## src/rtl/bus_arbiter.sv

```systemverilog
`default_nettype none
// ============================================================================
//  Module      : bus_arbiter
//  Description : Arbiter and slave-side multiplexer for the shared single-bit
//                serial bus. Grants one master at a time, holds the grant
//                until done / request drop, reclaims a stalled bus after an
//                idle timeout, and steers the owner's signals to the slaves.
//                Optional macro BUS_ARB_ROUND_ROBIN_EN selects rotating
//                priority; without it the lowest requesting index wins.
//  Revision    : 1.0 - initial release
// ============================================================================
module bus_arbiter #(
   parameter int NUM_MASTERS    = 2,
   parameter int TIMEOUT_CYCLES = 64
) (
   input  logic                           CLK,
   input  logic                           RSTN,
   input  logic [NUM_MASTERS-1:0]         M_REQ,
   input  logic [NUM_MASTERS-1:0]         M_UTIL,
   input  logic [NUM_MASTERS-1:0]         M_DONE,
   input  logic [NUM_MASTERS-1:0]         M_RW,
   input  logic [NUM_MASTERS-1:0]         M_BUS_OUT,
   output logic [NUM_MASTERS-1:0]         M_GRANT,
   output logic [$clog2(NUM_MASTERS)-1:0] GRANT_ID,
   output logic                           S_BUS_OUT,
   output logic                           S_RW,
   output logic                           S_UTIL,
   output logic                           BUS_BSY,
   output logic                           TIMEOUT
);

   localparam int                     IDW        = $clog2(NUM_MASTERS);
   localparam logic [7:0]             IDLE_LIMIT = 8'(TIMEOUT_CYCLES - 1);
   localparam logic [NUM_MASTERS-1:0] ONE_HOT0   = {{(NUM_MASTERS-1){1'b0}}, 1'b1};

   typedef enum logic [1:0] {
      ST_IDLE    = 2'd0,
      ST_GRANTED = 2'd1,
      ST_BUSY    = 2'd2,
      ST_RELEASE = 2'd3
   } state_t;

   state_t                 state;
   logic [NUM_MASTERS-1:0] grant;
   logic [IDW-1:0]         grant_id;
   logic                   busy;
   logic                   timeout_pulse;
   logic [7:0]             idle_cnt;
   // RELEASE spans two cycles: grant dropped in the first, pointer/IDLE in the second
   logic                   rel_phase;

   logic [IDW-1:0]         search_start;
   logic [IDW-1:0]         winner;
   logic                   owner_req;
   logic                   owner_util;
   logic                   owner_done;
   logic                   grant_active;
   logic                   cnt_hit;

   // First requester found when scanning upward (with wrap) from start
   function automatic logic [IDW-1:0] pick_winner(input logic [NUM_MASTERS-1:0] req,
                                                  input logic [IDW-1:0]         start);
      logic [IDW-1:0] w;
      logic           found;
      int             idx;
      w     = '0;
      found = 1'b0;
      for (int k = 0; k < NUM_MASTERS; k++) begin
         idx = (int'(start) + k) % NUM_MASTERS;
         if (!found && req[IDW'(idx)]) begin
            w     = IDW'(idx);
            found = 1'b1;
         end
      end
      return w;
   endfunction

`ifdef BUS_ARB_ROUND_ROBIN_EN
   logic [IDW-1:0] rr_ptr;

   // Move the search start just past the owner that is giving up the bus
   always_ff @(posedge CLK or negedge RSTN) begin
      if (!RSTN) begin
         rr_ptr <= '0;
      end else if (state == ST_RELEASE && !rel_phase) begin
         rr_ptr <= (int'(grant_id) == NUM_MASTERS - 1) ? '0 : grant_id + 1'b1;
      end
   end

   assign search_start = rr_ptr;
`else
   assign search_start = '0;
`endif

   // Arbitration result for the current request vector
   always_comb begin
      winner = pick_winner(M_REQ, search_start);
   end

   // Only the owner's handshake bits are ever looked at
   assign owner_req    = M_REQ[grant_id];
   assign owner_util   = M_UTIL[grant_id];
   assign owner_done   = M_DONE[grant_id];
   assign grant_active = |grant;
   assign cnt_hit      = (idle_cnt == IDLE_LIMIT);

   // Arbitration FSM with registered grant, busy and timeout outputs
   always_ff @(posedge CLK or negedge RSTN) begin
      if (!RSTN) begin
         state         <= ST_IDLE;
         grant         <= '0;
         grant_id      <= '0;
         busy          <= 1'b0;
         timeout_pulse <= 1'b0;
         idle_cnt      <= 8'd0;
         rel_phase     <= 1'b0;
      end else begin
         timeout_pulse <= 1'b0;
         case (state)
            ST_IDLE: begin
               if (|M_REQ) begin
                  grant    <= ONE_HOT0 << winner;
                  grant_id <= winner;
                  busy     <= 1'b1;
                  idle_cnt <= 8'd0;
                  state    <= ST_GRANTED;
               end
            end
            ST_GRANTED: begin
               if (!owner_req) begin
                  busy  <= 1'b0;
                  state <= ST_RELEASE;
               end else if (owner_util) begin
                  idle_cnt <= 8'd0;
                  state    <= ST_BUSY;
               end else if (cnt_hit) begin
                  busy          <= 1'b0;
                  timeout_pulse <= 1'b1;
                  state         <= ST_RELEASE;
               end else if (idle_cnt != 8'hFF) begin
                  idle_cnt <= idle_cnt + 8'd1;
               end
            end
            ST_BUSY: begin
               // completion and request drop take precedence over the timeout
               if (owner_done || !owner_req) begin
                  busy  <= 1'b0;
                  state <= ST_RELEASE;
               end else if (owner_util) begin
                  idle_cnt <= 8'd0;
               end else if (cnt_hit) begin
                  busy          <= 1'b0;
                  timeout_pulse <= 1'b1;
                  state         <= ST_RELEASE;
               end else if (idle_cnt != 8'hFF) begin
                  idle_cnt <= idle_cnt + 8'd1;
               end
            end
            ST_RELEASE: begin
               if (!rel_phase) begin
                  grant     <= '0;
                  rel_phase <= 1'b1;
               end else begin
                  rel_phase <= 1'b0;
                  state     <= ST_IDLE;
               end
            end
            default: begin
               state <= ST_IDLE;
            end
         endcase
      end
   end

   assign M_GRANT   = grant;
   assign GRANT_ID  = grant_id;
   assign BUS_BSY   = busy;
   assign TIMEOUT   = timeout_pulse;

   // Slave-side mux, forced low whenever nobody owns the bus
   assign S_BUS_OUT = M_BUS_OUT[grant_id] & grant_active;
   assign S_RW      = M_RW[grant_id]      & grant_active;
   assign S_UTIL    = M_UTIL[grant_id]    & grant_active;

endmodule
`default_nettype wire

```

## config.mk

```make
export PLATFORM = sky130hd
export DESIGN_NAME = bus_arbiter
export DESIGN_NICKNAME = d
export VERILOG_FILES = /design/src/rtl/bus_arbiter.sv
export SDC_FILE = /design/constraint.sdc
export NUM_CORES = 1
export LEC_CHECK = 0
export CAP_MARGIN = 10
export CORE_AREA = 4 4 45 47
export CTS_CLUSTER_DIAMETER = 60
export DETAILED_ROUTE_END_ITERATION = 16
export DIE_AREA = 0 0 49 51
export DONT_BUFFER_PORTS = 1
export PLACE_DENSITY = 0.84
export RECOVER_POWER = 50
export REMOVE_ABC_BUFFERS = 1
export SLEW_MARGIN = 20
export SYNTH_ARGS = -nofsm -noshare
export SYNTH_HDL_FRONTEND = slang
export SYNTH_SLANG_ARGS = --single-unit
```

## constraint.sdc

```tcl
create_clock -name CLK -period 2.5 [get_ports CLK]
set_input_delay 0.625 -clock CLK [delete_from_list [all_inputs] [get_ports CLK]]
set_output_delay 0.625 -clock CLK [all_outputs]
set_load 0.02 [all_outputs]
```

[Word level (Yosys, flattened, before mapping)]
Index checks and enable logic that the tools add are counted.
Operators by class
  $mul: 0
  reduce and logical (&&, ||, !) cells: 11
  bitwise gates (word level): 3
  shift-type cells: 0
  multiplexer cells: 29
  add/sub/neg operators: 1
  div/mod/pow operators: 0
  equality and inequality tests: 11
  magnitude comparators: 0
Operators with widths (count)
  8-bit 2-to-1 mux: 6
  8-bit case mux with 3 select lines: 1
  2-bit 2-to-1 mux: 8
  1-bit 2-to-1 mux: 10
  2-bit inequality test (second input constant): 5
  8-bit by 1-bit adder with 8-bit output (second input constant): 1
  8-bit by 6-bit equality test with 1-bit output (second input constant): 1
  8-bit inequality test (second input constant): 1
  2-bit case mux with 4 select lines: 1
  3-bit AND reduction: 2
  2-bit equality test (second input constant): 2
  2-bit case mux with 2 select lines: 1
  4-bit AND reduction: 1
  2-bit OR reduction: 2
  1-bit AND: 3
  3-bit inequality test (second input constant): 1
  1-bit case mux with 3 select lines: 1
  3-bit nonzero test: 1
  2-bit by 1-bit equality test with 1-bit output (second input constant): 1
  2-bit logical NOT: 1
  1-bit case mux with 2 select lines: 1
  2-bit AND reduction: 1
  2-bit nonzero test: 1
  1-bit logical NOT: 1
  1-bit logical OR: 1
Word-level totals
  bits in writable memories: 0
  register bits: 15
  input bits: 12
  memories: 0
  output and inout port bits: 8
  latch bits: 0
  ROM bits: 0

[Longest topological paths before layout]
Gate-level depths: netlist (run 1).
  word-level depth: 6
  mapped depth: 7

[Least setup slack after synthesis (run 1)]
OpenSTA, ideal clock, no wires.
  path kind: reg2reg
  start point: register state[0]
  end point: register idle_cnt[4]
  stages on the path, launching flop included: 7
  path slack: 0.701 ns
  clock period less this slack: 1.799 ns
  arrival: 1.665 ns
  path buffers: 0
  data required time: 2.366 ns
  setup time: 0.134 ns
  cell sequence: dfrtp_1 > inv_1 > ha_1 > or3b_2 > and4_1 > a41oi_1 > o21ai_0
Between the ends
  longest elaborated chain between the ends: 3
RTL lines
  from (decl): RTL line 43  | state_t state;
  from (signal assigned): RTL line 110  | state <= ST_IDLE;
  from (signal assigned): RTL line 126  | state <= ST_GRANTED;
  from (signal assigned): RTL line 132  | state <= ST_RELEASE;
  2-bit equality test (tied with other cells): RTL line 119  | case (state)
  2-bit inequality test (no line) or 3-bit nonzero test (tied branches)
  4-bit AND reduction (no line)
  to (signal assigned): RTL line 141  | idle_cnt <= idle_cnt + 8'd1;
  to (signal assigned): RTL line 156  | idle_cnt <= idle_cnt + 8'd1;
  to (decl): RTL line 48  | logic [7:0] idle_cnt;
Parallel ways exist; a longest one is shown, timed or not.
A chain may end at the register's enable or synchronous reset.

[Worst setup path in the final report (run 1)]
  start point: register state[0]
  end point: register idle_cnt[3]
The elaborated chain is that of the path after synthesis.

==> run metrics, run 1 <==
Hold WC Path Type input port to asynchronous set/reset pin; cell-internal power 532.0 uW; R2R depth 6; worst endpoint data arrival time 2270 ps; #FFs+latches synth 14; synthesized instance count 108; fill cell count 137; Worst-path clk slew 90 ps; Initial DRC Count 18; power share of the combinational group 47.5%; DR vias 811; cell leakage power 0.0004101 uW; Synth area leader dfrtp_1; register-to-register setup slack 450 ps; largest family of logic cells by synthesized area simple AND/OR/NAND/NOR gates; ys async rst share 100.0%; dpl hpwl 1413 um; die span in y 51 um; Antenna diodes 0; Compound-Gate Fraction of Synth Area 23.42%; synth unique cells 42; crit path from state[0]$_DFFE_PN0P_; core box area 1652 sq um; remaining antenna violation count 0; mux contribution to synthesized area 0%; outcome completed; max-cap violations 0; num rows 15; crit path kind register to register; Buffers on Ports 0; most common cell in the synthesized netlist dfrtp_1; Die W 49 um; peak supply drop 0.6853 mV; Seq/Total Area, Yosys 36.22%; effective utilization at floorplan 58.56%; wire per inst 14.70 um; area delta synth->final 2.199%; clock skew 3.363 ps; Crit. End Element register; crit-path max FO 6; Sequential cell area 350.3 sq um; # nets final 129; FF-to-FF End idle_cnt[3]$_DFFE_PN0P_; Synth Cell Area 967.2 sq um; share of power burned in registers 39.0%; top cells by area, synth dfrtp_1 36%, ha_1 9.1%, o21ai_0 4.7%, nand3_1 3.1%, nand2_1 2.7%; RSZ-0062 raised after global routing false; Setup TNS 0 ps; drt first pass iters 4; gr usage total 15.19%; Sw Ratio 44.93%; Hold Vio Cnt, Final 0; post-synthesis average cell area 8.955 sq um; vias in the first global route 732; final setup fails 0; Ys Warns 0; global-route wire length before repair 2980 um; Setup Fix Bufs, Post-CTS 0; IO Pins 20; PD cells 977.3 nW/um^2; worst-skew pair later-pin latency 280 ps; Finished Cell Area 988.4 sq um; Net Sw Power 434.0 uW; cts hold-fix bufs 0; Clock power frac 13.5%; max-slew violations 0; initial antenna violation count 0; CTS tree yes; post-synth top area share 36.22%; WHS 25.77 ps; CTS Buf Count 3; DP Area 965.9 sq um; post-synthesis xor/xnor area fraction 1.811%; placed instance count 122; Final Power 966.0 uW; largest net degree at the start of global routing 15; Die Area 2499 sq um; Synth Area in Simple Gates 24.06%; R2R Path Start state[0]$_DFFE_PN0P_; fin cells 125; PostCTS Resize Cnt 0; Worst setup SP type register; area of the multi-input gates 571.8 sq um; Via density 6.488; CTS Buffer Depth 2; top cell types by occurrence after synthesis 14 x dfrtp_1, 9 x o21ai_0, 7 x ha_1, 7 x nand2_1, 7 x nor2_1; min Tclk post-route 2048 ps; number of synthesized flops with an enable pin 0; # DRC 0; H-tree levels 1; Synth Area in Adders 9.056%; Peak Freq 0.4882 GHz; share of cells above drive strength 1 4.630%; clock root buffer clkbuf_4; total length of routed wires 1838 um; Final period util 81.93%; GPL Wtd Cong 0.8860; WP data required 2720 ps; grt ovf 0; Top FF cell, synth dfrtp_1; clk sinks 14
[power groups by stage]
stage	clock [uW]	combinational (uW)	sequential, uW
after floorplan	0	373	363
after global placement	0	442	375
after detailed placement	0	451	382
after CTS	129	454	377
after global routing	145	514	388
final	130	459	377
[layout make-up]
| class | count | share of cell area, % |
|---|---|---|
| Clock buffer | 3 | 2.278 |
| Inverter | 6 | 2.278 |
| Multi-Input combinational cell | 85 | 57.85 |
| Sequential cell | 14 | 35.44 |
| Tap cell | 17 | 2.152 |
[worst max-delay path by stage]
stage / end / slack, ps / cells after the start
after global routing: idle_cnt[3]$_DFFE_PN0P_ / 340 / 6
final: idle_cnt[3]$_DFFE_PN0P_ / 450 / 6
after detailed placement: idle_cnt[3]$_DFFE_PN0P_ / 510 / 6
after floorplan: idle_cnt[4]$_DFFE_PN0P_ / 700 / 6
after CTS: idle_cnt[3]$_DFFE_PN0P_ / 490 / 6
after global placement: idle_cnt[3]$_DFFE_PN0P_ / 540 / 6
[per-layer routing]
layer | routed length [um] | up-vias | part of all wire (%) | track usage, %
li1 | - | 397 | - | -
met1 | 842 | 389 | 46 | 18.35
met2 | 890 | 22 | 48 | 25.00
met3 | 92 | 3 | 5.0 | 4.956
met4 | 14 | 0 | 0.76 | 5.830
met5 | 0 | - | 0 | 0
[flip-flops by register name, summed over array words and instances, names as in the netlist]
| register | cells |
|---|---|
| idle_cnt | 8 |
| rel_phase | 1 |
| TIMEOUT | 1 |
| BUS_BSY | 1 |
| M_GRANT | 1 |
| state | 2 |
[layout by cell type (no fill, tap or decap), drive strengths merged, types with 2 or more instances in the layout]
cell,instances
dfrtp,14
o21ai,9
nor2,7
nand2,7
ha,7
inv,6
nand3,6
and2,4
nor2b,3
o21a,3
nor3b,3
a21oi,3
clkbuf,3
and3,3
o311ai,3
a41oi,2
a21boi,2
a32o,2
conb,2
[logic make-up (layout without fill, tap and decap cells)]
| kind of cell | after synthesis | count (layout) |
|---|---|---|
| buffers and inverters | 10 | 9 |
| other | 1 | 2 |
| adder cells (fa/ha/maj) | 7 | 7 |
| AO/OA/AOI/OAI | 32 | 32 |
| AND/OR/NAND/NOR | 42 | 42 |
| XOR/XNOR | 2 | 2 |
| flip-flops | 14 | 14 |
[worst max-delay path, stage by stage (launching register included)]
cell	delay (ps)
dfrtp_1	440
inv_1	110
ha_1	270
o21bai_1	250
nand4_1	290
or4_1	530
nand3_1	90
[per-stage QoR]
step | utilization [%] | worst slack (ps)
floorplan | - | 702.8
global placement | 58.48 | 537.4
detailed placement | 58.48 | 507.4
CTS | 59.85 | 485.9
global route | 59.85 | 338.3
finish | 59.85 | 451.7
No activity file was read; power rests on OpenSTA's default activity.
==> run 2, diff against run 1 <==
Settings changed: CORE_AREA 4 4 45 47 to 4 4 47 49, DIE_AREA 0 0 49 51 to 0 0 51 53, PLACE_DENSITY 0.84 to 0.8.
Clock period 2.5 ns to 1.8 ns, I/O delays scaled along.
==> run 2 against run 1 <==
  * Combinational power rose by 100%
  * Cell count increased by 21%
  * Via count increased by 5.3%
  * Critical path type unchanged
  * Clock power grew 42%
  * Routed wire length grew 22%
  * Largest power group unchanged
  * Global-route usage grew 3.2 points
  * Register-to-register slack got worse by 370 ps
  * Count of clock-buffer cells in the layout stayed put
  * Non-clock buffer count grew 16
  * Clock skew grew 7.2 ps
==> run metrics, run 2 (same netlist as run 1, synthesis figures left out) <==
largest registers idle_cnt x8, state x2; PD cells 1407 nW/um^2; clk sinks 14; effective utilization at floorplan 51.95%; Buffers on Ports 0; CTS Buf Count 3; initial antenna violation count 0; Peak Freq 0.5806 GHz; Final period util 95.69%; global-route wire length before repair 3684 um; Die Area 2703 sq um; Sw Ratio 42.88%; max-slew violations 0; Die W 51 um; slew margin rel. 55.91%; grt ovf 0; worst endpoint data arrival time 1880 ps; Hold WC Path Type input port to register; Slew @ Worst Pin 659.2 ps; final setup fails 0; Most flops, register idle_cnt; Worst setup SP type register; min Tclk post-route 1722 ps; core box area 1862 sq um; crit path kind register to register; R2R depth 6; WHS 374.5 ps; Worst-path clk slew 90 ps; DR vias 854; IO Pins 20; peak supply drop 1.050 mV; WP data required 1960 ps; # DRC 0; cell leakage power 0.0004851 uW; die span in y 53 um; Clock power frac 11.4%; clock skew 10.56 ps; GPL Wtd Cong 0.8887; cell-internal power 929.3 uW; crit-path max FO 6; largest net degree at the start of global routing 15; worst slack, placed -106.9 ps; Finished Cell Area 1156 sq um; worst-skew pair later-pin latency 290 ps; Hold Path Depth 2; Initial DRC Count 15; CTS tree yes; max reg flops 8; clock root buffer clkbuf_4; remaining antenna violation count 0; gr usage total 18.36%; total length of routed wires 2234 um; CTS Buffer Depth 2; Crit. End Element register; area delta synth->final 19.53%; Net Sw Power 697.6 uW; outcome completed; Hold Vio Cnt, Final 0; drt first pass iters 4; num rows 16; dpl hpwl 1617 um; DP Area 1069 sq um; H-tree levels 1; Via density 5.656; vias in the first global route 867; max-cap violations 0; Antenna diodes 0; power share of the combinational group 57.3%; share of power burned in registers 31.3%; # nets final 145; Final WS setup 77.66 ps; wire per inst 14.79 um; most frequent cells in the layout 14 x dfrtp_1, 14 x buf_4, 9 x o21ai_0; share of cells above drive strength 1 22.58%
==> run 2: critical path, stage by stage, from the launching register on <==
cell     delay, ps
dfrtp_1        420
inv_2           90
ha_2           190
or3b_4         390
and4_4         230
a41oi_1        200
o21ai_0         90
==> run 2: repair_timing <==
action	4_1_cts	5_1_grt
resized for setup	7	6
hold buffers	1	0
setup buffers	0	3
endpoints found under the hold margin	14	0
pin swaps	1	5
setup endpoints to repair	10	6
==> run 2: power by group through the flow <==
| stage | Combinational (uW) | Clock, uW | Sequential [uW] |
|---|---|---|---|
| global placement | 802 | 0 | 508 |
| floorplan | 518 | 0 | 504 |
| CTS | 885 | 185 | 507 |
| finish | 932 | 185 | 509 |
| detailed placement | 826 | 0 | 513 |
| global route | 1030 | 204 | 521 |
==> run 2: through the flow <==
step	std cells	utilization [%]	total power, uW	setup TNS, ps
floorplan	105	-	1022	0
global placement	144	57.39	1310	-33.77
detailed placement	144	57.39	1339	-278.1
CTS	148	60.08	1578	0
global route	151	62.10	1755	-27.46
finish	151	62.10	1627	0
==> run 2: final timing paths <==
check / from / end / slack [ps]
worst max register to register: state[1]$_DFFE_PN0P_ / idle_cnt[4]$_DFFE_PN0P_ / 80
min in group asynchronous: RSTN / idle_cnt[7]$_DFFE_PN0P_ / 620
worst min-delay path: M_UTIL[0] / BUS_BSY$_DFFE_PN0P_ / 370
max in group asynchronous: RSTN / idle_cnt[3]$_DFFE_PN0P_ / 740
worst max-delay path: state[1]$_DFFE_PN0P_ / idle_cnt[4]$_DFFE_PN0P_ / 80
worst min register to register: rel_phase$_DFFE_PN0P_ / rel_phase$_DFFE_PN0P_ / 510
==> run 2: area by class of cell <==
class	count	area, sq um
sequential	14	350.3
multi-input combinational	85	608.1
timing repair buffer	16	118.9
fill	162	705.7
clock buffer	3	22.52
inverter	6	22.52
tap	27	33.78
==> run 2: routing by layer <==
metal / GRT usage [%] / wire (um)
met3: 3.099 / 74
met1: 22.43 / 1001
met2: 30.47 / 1109
met5: 0 / 0
met4: 10.31 / 49
